--- config.mk ---
export PLATFORM = sky130hd
export DESIGN_NAME = reg_file
export DESIGN_NICKNAME = d
export VERILOG_FILES = /design/src/rtl/reg_file_pkg.sv /design/src/rtl/reg_file.sv
export SDC_FILE = /design/constraint.sdc
export NUM_CORES = 1
export LEC_CHECK = 0
export BUFFER_PORTS_ARGS = -buffer_cell sky130_fd_sc_hd__buf_2
export CORE_MARGIN = 5
export CORE_UTILIZATION = 59
export DETAILED_ROUTE_END_ITERATION = 8
export PLACE_DENSITY_LB_ADDON = 0.1
export SLEW_MARGIN = 10
export SYNTH_ARGS = -nofsm -noshare
export SYNTH_HDL_FRONTEND = slang
export SYNTH_SLANG_ARGS = --single-unit
export TNS_END_PERCENT = 20
--- constraint.sdc ---
create_clock -name CLK -period 2.1 [get_ports CLK]
set_input_delay 0.21 -clock CLK [delete_from_list [all_inputs] [get_ports CLK]]
set_output_delay 0.21 -clock CLK [all_outputs]
set_load 0.005 [all_outputs]
--- src/rtl/reg_file_pkg.sv ---
// Shared CPU definitions: register-file geometry and timing constants used by reg_file, alu and cpu.
// Latency: n/a (constants and types only).
// Backpressure: n/a.
//
// DATA_WIDTH / ADDR_WIDTH size the datapath; REG_COUNT follows from ADDR_WIDTH.
// READ_DELAY / WRITE_DELAY record the settling figures of the behavioural CPU model.
// Synthesized logic ignores them: reads are purely combinational and writes land
// on the clock edge.
package reg_file_pkg;

   localparam int DATA_WIDTH  = 8;
   localparam int ADDR_WIDTH  = 3;
   localparam int REG_COUNT   = 2 ** ADDR_WIDTH;
   localparam int READ_DELAY  = 2;
   localparam int WRITE_DELAY = 1;

   // Value every register takes on reset.
   localparam logic [DATA_WIDTH-1:0] REG_RESET_VAL = '0;

   typedef logic [DATA_WIDTH-1:0] data_t;
   typedef logic [ADDR_WIDTH-1:0] addr_t;

   // One write request as sampled on a clock edge.
   typedef struct packed {
      logic  en;
      addr_t addr;
      data_t dat;
   } wr_req_t;

   // Bundles the raw write-port signals into a request.
   function automatic wr_req_t make_wr_req(input logic en, input addr_t addr, input data_t dat);
      wr_req_t r;
      r.en   = en;
      r.addr = addr;
      r.dat  = dat;
      return r;
   endfunction

endpackage

--- src/rtl/reg_file.sv ---
// reg_file: 2**ADDR_WIDTH x DATA_WIDTH register file, one write port, two independent read ports.
// Latency: reads are combinational; a write or reset takes effect on the rising CLK edge.
// Backpressure: none, every edge accepts a write.
//
// Ports:
//   CLK          rising-edge clock, all state changes here
//   RESET        synchronous active-high clear of every register (beats WRITE)
//   IN           write data (ALU RESULT or immediate)
//   INADDRESS    write register index
//   WRITE        write enable, sampled only at the rising edge
//   OUT1ADDRESS  read port 1 index  -> OUT1 (ALU DATA1)
//   OUT2ADDRESS  read port 2 index  -> OUT2 (ALU DATA2 path)
module reg_file
   import reg_file_pkg::*;
#(
   parameter int DATA_WIDTH  = reg_file_pkg::DATA_WIDTH,
   parameter int ADDR_WIDTH  = reg_file_pkg::ADDR_WIDTH,
   parameter int READ_DELAY  = reg_file_pkg::READ_DELAY,
   parameter int WRITE_DELAY = reg_file_pkg::WRITE_DELAY
) (
   input  logic                  CLK,
   input  logic                  RESET,
   input  logic [DATA_WIDTH-1:0] IN,
   input  logic [ADDR_WIDTH-1:0] INADDRESS,
   input  logic                  WRITE,
   input  logic [ADDR_WIDTH-1:0] OUT1ADDRESS,
   input  logic [ADDR_WIDTH-1:0] OUT2ADDRESS,
   output logic [DATA_WIDTH-1:0] OUT1,
   output logic [DATA_WIDTH-1:0] OUT2
);

   localparam int NUM_REGS = 2 ** ADDR_WIDTH;

   // Single storage array; every index of an ADDR_WIDTH-bit address exists,
   // so a known address can never read out of range.
   logic [DATA_WIDTH-1:0] regs [NUM_REGS];

   always_ff @(posedge CLK) begin
      if (RESET) begin
         for (int i = 0; i < NUM_REGS; i++) begin
            regs[i] <= '0;
         end
      end else if (WRITE) begin
         regs[INADDRESS] <= IN;
      end
   end

   // No write-to-read bypass: a read of the register being written shows the
   // old contents until the edge commits the new value.
   assign OUT1 = regs[OUT1ADDRESS];
   assign OUT2 = regs[OUT2ADDRESS];

endmodule

## Yosys cells after proc, flatten, opt, wreduce, memory -nomap -nowiden

Memories as Yosys holds them, arrays and structs flattened.
Index checks and enable logic that the tools add are counted.

| cells by class | value |
|---|---|
| multiplexer cells | 8 |
| reduce and logical (&&, ||, !) cells | 1 |

Operators with widths:

| kind | count |
|---|---|
| $mux 8 | 1 |
| $reduce_or 8->1 | 1 |
| $mux 1 | 6 |
| $mux 3 | 1 |

| storage, ports and cells | value |
|---|---|
| register bits | 0 |
| memory bits (writable) | 64 |
| output and inout bits | 16 |
| word-level logic and storage cells | 10 |
| memories | 1 |

Memory list:

| name | words | width | rd ports | clocked after Yosys merged registers in | wr ports | RTL line | RTL |
|---|---|---|---|---|---|---|---|
| regs | 8 | 8 | 2 | 0 | 8 | reg_file.sv:36 | `logic [DATA_WIDTH-1:0] regs [NUM_REGS];` |

## Depth between registers and ports, before layout

| depth | value |
|---|---|
| depth after elaboration | 5 |
| mapped depth | 4 |

## Worst setup path after synthesis

No wires, ideal clock.

| timing | value |
|---|---|
| path type | in2reg |
| start | in INADDRESS[1] |
| end | mem regs[0][0] (enable) |
| library setup time | 375 ps |
| arrival time | 1437 ps |
| slack | 288 ps |
| stages | 4 |
| buffers on the path | 2 |
| path through | or3b_2 -> buf_2 -> buf_2 -> o21bai_1 |

RTL lines:

| element | RTL line | RTL |
|---|---|---|
| start: declaration | reg_file.sv:24 | `input logic [ADDR_WIDTH-1:0] INADDRESS,` |
| end: declaration | reg_file.sv:36 |  |

==> flow_metrics.py <==
metrics = {
    "cells_and_area": {
        "drive_gt1_share_pct": 32.2,
        "largest_reg_flops": 64,
        "antenna-diode-count": 0,
        "layout.cells.non_filler": 342,
        "area_delta_synth_final_pct": 13.1,
        "n_fill_cell": 426,
        "nets": 282,
        "reg_top3": "regs: 64 flops",
        "final_core_util_pct": 68.2,
        "top_register": "regs",
    },
    "sta": {
        "period_minus_slack_ns": 1.90,
        "slew-limit-headroom_pct": 67.7,
        "drv_slew": 0,
        "rsz0062_at_grt": "no",
        "finalSetupViolations": 0,
        "hold_viol_final": 0,
        "worst_pin_slew_ns": 0.484,
        "setup_tns_ns": 0,
        "fmaxAchievable_mhz": 527,
        "layout_setup_ws_ns": 0.203,
        "min_period_over_period_pct": 90.3,
    },
    "routing": {
        "route.final.wire_length_mm": 8.21,
        "wl_per_cell_um": 24.0,
        "firstDrtPassIters": 4,
        "antenna_left": 0,
        "drt_iter0_drc": 219,
        "drc": 0,
        "vias": 2245,
        "drt-vias-per-instance": 6.56,
    },
    "clock_network": {
        "htreeDepth": 3,
        "hold_buffers": 0,
        "clock_path_buffers": 2,
        "cts_tree": "built",
        "cts.repair.resized": 0,
        "cts-root-buf": "clkbuf_8",
        "postCtsSetupRepairBufs": 0,
        "cts_made_buffers": 9,
        "clkSinkCount": 64,
        "clk_pin_slew_ns": 0.07,
    },
    "pwr": {
        "p_per_area_mw_per_mm2": 738,
        "ir_worst_vdd_v": 0.000481,
        "power.leakage_nw": 1.39,
        "p_total_mw": 2.95,
    },
    "critical_path": {
        "cp_num_buf_inv": 1,
        "endpoint_kind": "output pin",
        "crit_fanout": 2,
        "start_kind": "register",
        "critical-path-slowest-cell": "mux4_1",
        "cp-startpoint": "regs[6][4]",
        "critical-path-max-stage-delay_ns": 0.50,
        "critPathTopFamily": "multiplexers",
        "worstPathArrival_ns": 1.69,
        "crit_chain": "mux4_1 -> mux2_2 -> buf_2",
        "critPathRequiredTime_ns": 1.89,
        "crit_type": "reg -> out",
    },
    "yosys": {
        "ys_seq_elements": 64,
        "synth_area_mm2": 0.00353,
        "synth_cells": 222,
        "avgSynthCellArea_um2": 15.9,
        "synth_nets": 242,
        "ys_types": 17,
        "ys_warn_count": 0,
        "seq_area_frac_synth_pct": 54.5,
    },
    "global_route": {
        "antenna_found_initial": 0,
        "grt_start_max_net_pins": 21,
        "grt_pass1_vias": 2305,
        "overflow": 0,
        "grt_usage_pct": 23.4,
        "grt_pass1_wl_mm": 12.7,
    },
    "hold_path": {
        "hold_path_class": "in -> reg",
        "hold_start": "IN[2]",
    },
    "floorplan": {
        "design.core.area_mm2": 0.00585,
        "rows": 28,
        "die_area_mm2": 0.00762,
        "die_h_um": 87.3,
        "die_width_um": 87.3,
        "initial_utilization_pct": 60.3,
        "ios": 36,
    },
    "placement": {
        "dpl.cell_count": 326,
        "pre_cts_slack_ns": 0.368,
        "portBuffers": 35,
        "routabilityCongestion": 0.829,
        "dpl.hpwl_mm": 5.68,
    },
    "flow_run": {
        "drv_cap": 0,
    },
    "run_status": {
        "status": "finished clean",
    },
}
[area by class of cell]
cell class	instances	area [µm²]	area share, %
sequential	64	1920	48.2
timing repair buffer	53	335	8.41
clock inverter	5	47.5	1.19
inverter	8	30.0	0.753
clock buffer	11	131	3.29
tap	75	93.8	2.35
multi-input combinational	126	1430	35.8
[layout by cell type (no fill, tap or decap)]
cell type,count
or2_2,1
mux2_2,16
nand2_1,1
nand2b_1,2
nand3b_1,1
buf_12,2
edfxtp_1,64
o21bai_1,8
mux4_2,3
buf_2,35
clkbuf_8,9
bufinv_16,1
clkinv_2,2
clkbuf_1,2
buf_4,16
nor3_1,64
or3b_2,1
clkinv_1,10
mux4_1,29
[worst paths after layout]
check / end / slack, ns / cells past startpoint
hold / removal: regs[5][2] / 0.35 / 3
setup / recovery: OUT1[4] / 0.20 / 3
[per-layer routing]
metal  vias to the layer above  track usage, %  part of all wire, %
met1                      1117            30.2                   39
met4                         0            9.34                  1.7
met2                       109            39.7                   52
met5                         -               0                    0
met3                        13            3.69                  7.7
li1                       1006               -                    -
[cell usage after synthesis]
cell	instances	share of area, %
or2_2	1	0.18
edfxtp_1	64	55
nand2b_1	2	0.35
clkinv_1	8	0.85
nor3_1	64	9.1
buf_2	6	0.85
or3b_2	1	0.25
o21bai_1	8	1.7
clkbuf_1	12	1.3
nand3b_1	1	0.21
mux2_2	16	5.1
buf_6	2	0.64
mux4_2	3	1.9
buf_12	2	1.1
mux4_1	29	22
nand2_1	1	0.11
buf_1	2	0.21
[tightest hold or removal path, delay by kind of cell]
family,cells,cell delay [ns]
and+or+nand+nor,1,0.08
buffers and inverters,2,0.24
[kinds of logic after synthesis]
kind of cell | share of synthesized area, %
muxes | 28.6
buffers and inverters | 4.97
DFF | 54.5
AOI/OAI and AO/OA | 1.70
and+or+nand+nor | 10.2
[report_power, final]
part | internal, mW | switching [mW] | total, mW
logic | 0.216 | 0.208 | 0.424
registers | 1.49 | 0.0387 | 1.53
clock network | 0.537 | 0.459 | 0.996
total | 2.24 | 0.706 | 2.95
[through the flow]
stage	hold WS, ns	area, µm²
after floorplan	0.543	3530
after global placement	0.699	3810
after detailed placement	0.704	3810
after CTS	0.349	3990
after global routing	0.370	3990
final	0.350	3990
Note: power is estimated with default switching activity, not from simulation.
